### src/rtl/key_value_entry.sv
// key_value_entry: debounced three-key hex entry pad. The user composes a
// 16-bit value one nibble at a time and submits it to a consumer over a
// valid/ready handshake.
//
// Handshake: value_valid high means value_out holds an untransferred value
// and value_out stays constant until the transfer. A transfer happens on
// every rising edge where value_valid and value_ready are both high. A
// consumer may hold value_ready high permanently.
module key_value_entry #(
  parameter int DEBOUNCE_CYCLES = 500000,
  parameter int CNT_W           = 20
) (
  input  logic        clk,
  input  logic        reset,
  input  logic [2:0]  key_n,
  input  logic [3:0]  sw,
  output logic [15:0] entry_value,
  output logic [2:0]  nibble_count,
  output logic        overflow,
  output logic [15:0] value_out,
  output logic        value_valid,
  input  logic        value_ready
);

  // Last count value: stable level flips on the DEBOUNCE_CYCLES-th differing cycle.
  localparam logic [CNT_W-1:0] CNT_LAST = CNT_W'(DEBOUNCE_CYCLES - 1);

  typedef enum logic {IDLE = 1'b0, HOLD = 1'b1} state_t;

  logic [2:0]       key_s1, key_s2;
  logic [3:0]       sw_s1, sw_s2;
  logic [CNT_W-1:0] db_cnt [3];
  logic [2:0]       key_stable;
  logic [2:0]       press;
  logic             clr_ev, sub_ev, shf_ev;
  logic             accept;
  state_t           state, state_next;

  // Two-flop synchronizers for the raw keys and switches; idle level is 1.
  always_ff @(posedge clk) begin
    if (reset) begin
      key_s1 <= '1;
      key_s2 <= '1;
      sw_s1  <= '1;
      sw_s2  <= '1;
    end else begin
      key_s1 <= key_n;
      key_s2 <= key_s1;
      sw_s1  <= sw;
      sw_s2  <= sw_s1;
    end
  end

  // Per-key debouncer; press pulses one cycle when the stable level falls to 0.
  always_ff @(posedge clk) begin
    if (reset) begin
      key_stable <= '1;
      press      <= '0;
      for (int i = 0; i < 3; i++) db_cnt[i] <= '0;
    end else begin
      press <= '0;
      for (int i = 0; i < 3; i++) begin
        if (key_s2[i] != key_stable[i]) begin
          if (db_cnt[i] == CNT_LAST) begin
            key_stable[i] <= key_s2[i];
            db_cnt[i]     <= '0;
            press[i]      <= ~key_s2[i];
          end else begin
            db_cnt[i] <= db_cnt[i] + 1'b1;
          end
        end else begin
          db_cnt[i] <= '0;
        end
      end
    end
  end

  // Only the highest-priority event acts: clear > submit > shift.
  assign clr_ev = press[1];
  assign sub_ev = press[2] & ~press[1];
  assign shf_ev = press[0] & ~press[1] & ~press[2];

  // Handshake FSM state register.
  always_ff @(posedge clk) begin
    if (reset) state <= IDLE;
    else       state <= state_next;
  end

  // Handshake FSM next state; a submit is accepted only when idle and non-empty.
  always_comb begin
    state_next = state;
    accept     = 1'b0;
    case (state)
      IDLE: begin
        if (sub_ev && (nibble_count != 3'd0)) begin
          accept     = 1'b1;
          state_next = HOLD;
        end
      end
      HOLD: begin
        if (value_ready) state_next = IDLE;
      end
      default: state_next = IDLE;
    endcase
  end

  assign value_valid = (state == HOLD);

  // Entry register and submitted value; submit in HOLD leaves everything alone.
  always_ff @(posedge clk) begin
    if (reset) begin
      entry_value  <= '0;
      nibble_count <= '0;
      overflow     <= 1'b0;
      value_out    <= '0;
    end else if (clr_ev) begin
      entry_value  <= '0;
      nibble_count <= '0;
      overflow     <= 1'b0;
    end else if (accept) begin
      value_out    <= entry_value;
      entry_value  <= '0;
      nibble_count <= '0;
      overflow     <= 1'b0;
    end else if (shf_ev) begin
      entry_value <= {entry_value[11:0], sw_s2};
      if (nibble_count == 3'd4) overflow <= 1'b1;
      else                      nibble_count <= nibble_count + 3'd1;
    end
  end

endmodule

### config.mk
export PLATFORM = sky130hd
export DESIGN_NAME = key_value_entry
export DESIGN_NICKNAME = d
export VERILOG_FILES = /design/src/rtl/key_value_entry.sv
export SDC_FILE = /design/constraint.sdc
export NUM_CORES = 1
export LEC_CHECK = 0
export ABC_AREA = 1
export BUFFER_PORTS_ARGS = -buffer_cell sky130_fd_sc_hd__buf_2
export CORE_MARGIN = 3
export CORE_UTILIZATION = 45
export DETAILED_ROUTE_END_ITERATION = 12
export GPL_TIMING_DRIVEN = 0
export PLACE_DENSITY_LB_ADDON = 0.05
export SLEW_MARGIN = 20
export SYNTH_ARGS = -nofsm -noshare
export SYNTH_HDL_FRONTEND = slang
export SYNTH_SLANG_ARGS = --single-unit
### constraint.sdc
create_clock -name clk -period 1.9 [get_ports clk]
set_input_delay 0.38 -clock clk [delete_from_list [all_inputs] [get_ports clk]]
set_output_delay 0.38 -clock clk [all_outputs]
set_load 0.03 [all_outputs]
==> flow_summary.yaml <==
grt:
  use_met1_pct: 22.8
  grt_max_degree: 17
  grt_pass1_vias: 4553
  antenna_found_initial: 1
  grtUsageMet3_pct: 4.04
  globalRouteMet2Util_pct: 27.8
  gr-max-usage-layer: "met2"
  grt_pass1_wl_um: 20300
  grt_overflow_total: 0
  grtUsageTotal_pct: 17.6
final_layout:
  syn_to_final_growth_pct: 21.3
  post-route-util_pct: 57.0
  nets: 864
  drive_above_1_share_pct: 13.6
  fill_cells: 1123
floorplan:
  die_x_um: 119
  num_rows: 40
  start_util_pct: 47.0
  ioPinCount: 47
  core_um2: 12300
  die-area_um2: 14200
  die_h_um: 119
sta:
  fin_tns_setup_ns: 0
  slew_violations: 0
  rsz0062_at_grt: "false"
  min_period_ns: 1.77
  timing.fmax_ghz: 0.566
  setup_viol: 0
  period_share_pct: 93.1
  skew_ns: 0.00630
  finalHoldViolCount: 0
job:
  maxCapViolCount: 0
routing:
  drtIter0Drc: 288
  vias_per_cell: 4.61
  ant_nets: 0
  avgRoutedWirePerCell_um: 11.4
  firstDrtPassIters: 4
  wirelength_um: 11800
  via_count: 4751
  drc: 0
worst_setup_path:
  worstSetupPathType: "flop to flop"
  path_cells: "ha_2 -> nand3_1 -> nor2_2 -> nand3_2 -> nand2_4 -> buf_6 -> nor2_1"
  r2r_cells: 7
  worst-path-buf-inv: 1
  slowest_stage: "edfxtp_1"
  slowest_delay_ns: 0.40
  path_depth: 7
  cp_top_family: "simple AND/OR/NAND/NOR gates"
  critPathArrivalTime_ns: 1.93
  critical_path.max_fanout: 10
  cp.required_ns: 2.06
  critPathCaptureType: "flop"
  start_kind: "flop"
clock_tree:
  clk_pin_slew_ns: 0.05
  numClockSinks: 117
  cts_buffers: 17
  insertion_delay_ns: 0.41
  clock-root-buffer: "clkbuf_16"
  hold_buffers: 0
  cts_buffer_depth: 2
  cts_tree: "done"
  cts.htree.levels: 4
yosys:
  ys.flop_type: "edfxtp_1"
  ys_top_cells_by_area: "edfxtp_1 (31%), dfxtp_1 (20%), nand2_1 (12%)"
  ys_ff_latch: 117
  synth_edf_count: 60
  netlist.area_leader.share_pct: 31.3
  yosysMostFrequentCell: "nand2_1"
  async_reset_ff_share_pct: 0
  synth_common_cells: "nand2_1 (186), nor2_1 (127), inv_1 (86)"
  yosysWarningCount: 0
  synth.distinct_cells: 32
  syn_area_per_cell_um2: 7.94
  syn_inst: 726
  synthesis.area_um2: 5760
  yosys.area.top_type: "edfxtp_1"
  yosysSeqAreaShare_pct: 51.1
outcome:
  outcome: "finished clean"
power:
  powerDensity_nw_per_um2: 852
  p_leak_nw: 2.88
  ir_worst_vdd_v: 0.000487
placement:
  hpwl_um: 8700
  finalWeightedCongestion: 0.904
  io_buffer_count: 45
worst_hold_path:
  min-delay-path-class: "input port to flop"
  holdPathStages: 2
-- through the flow --
step	hold WS (ns)	total power, mW	instances	instance area (µm²)	setup slack, ns
floorplan	0.389	2.98	785	5980	0.342
global placement	0.393	3.03	998	6420	0.0753
detailed placement	0.394	3.04	998	6420	0.0516
CTS	0.135	6.03	1030	6980	0.0426
global route	0.138	6.21	1031	6990	0.0228
finish	0.153	5.96	1031	6990	0.132
-- worst register-to-register path: stages, from the launching register on --
cell	delay, ns
edfxtp_1	0.40
ha_2	0.25
nand3_1	0.14
nor2_2	0.20
nand3_2	0.15
nand2_4	0.16
buf_6	0.17
nor2_1	0.06
-- flip-flops by register name (all words and copies together), names as in the netlist --
signal / cells
sw_s2: 4
db_cnt: 60
entry_value: 16
key_s1: 3
value_out: 16
overflow: 1
key_stable: 3
sw_s1: 4
value_valid: 1
key_s2: 3
press: 3
nibble_count: 3
-- layer usage --
| layer | wire, µm | share of wire, % |
|---|---|---|
| met5 | 0 | 0 |
| met4 | 247 | 2.1 |
| met3 | 406 | 3.5 |
| met2 | 5570 | 47 |
| met1 | 5530 | 47 |
-- cell type report --
cell class	count	area (µm²)	share of cell area, %
clock inverter	13	105	1.50
sequential	117	2940	42.1
clock buffer	19	454	6.50
tap	168	210	3.01
inverter	86	323	4.62
timing repair buffer	45	225	3.22
buffer	14	81.3	1.16
antenna	1	2.50	0.0358
multi-input combinational	568	2650	37.9
-- cell usage in the layout, fill, tap and decap left out, types with 2 or more instances in the layout --
| master | instances |
|---|---|
| nand3_1 | 27 |
| xnor2_1 | 12 |
| nor3_1 | 3 |
| nor2_2 | 4 |
| nand4_1 | 11 |
| clkbuf_16 | 18 |
| clkinv_2 | 4 |
| conb_1 | 60 |
| clkinv_1 | 2 |
| inv_1 | 85 |
| edfxtp_1 | 60 |
| ha_1 | 3 |
| o21bai_1 | 2 |
| nor2_1 | 125 |
| nor2_4 | 3 |
| nand3b_1 | 5 |
| ha_2 | 2 |
| nand3_2 | 4 |
| clkinv_4 | 4 |
| dfxtp_1 | 57 |
| buf_6 | 3 |
| xor2_1 | 13 |
| o21ai_0 | 23 |
| nand2_2 | 2 |
| a21oi_1 | 58 |
| inv_4 | 2 |
| buf_2 | 50 |
| nand2_4 | 2 |
| nand2_1 | 186 |
| or2_2 | 16 |
| clkbuf_1 | 7 |
-- path summary, 6_finish.rpt --
| check | from | slack (ns) | endpoint |
|---|---|---|---|
| min reg2reg | key_s1[0] | 0.41 | key_s2[0] |
| max | db_cnt[2][0] | 0.13 | db_cnt[2][1] |
| min | sw[3] | 0.15 | sw_s1[3] |
| max reg2reg | db_cnt[2][0] | 0.13 | db_cnt[2][1] |
-- power by group --
group	total [mW]	switching (mW)	internal (mW)
clock network	2.97	1.11	1.86
registers	2.79	0.0663	2.73
logic	0.198	0.126	0.0726
-- cells by family (layout without fill, tap and decap cells) --
family	after synthesis	count (layout)	share of synthesized area (%)
simple gates	391	391	29.0
flops	117	117	51.1
buf+inv	100	177	7.01
compound gates	87	87	7.95
xor+xnor	25	25	3.80
fa+ha+maj	5	5	1.09
other cells	1	61	0.0651
-- what timing repair did --
action,CTS,global route
resized for setup,0,5
setup buffers,0,0
setup endpoints to repair,0,23
Power figures use the tool's default switching activity.
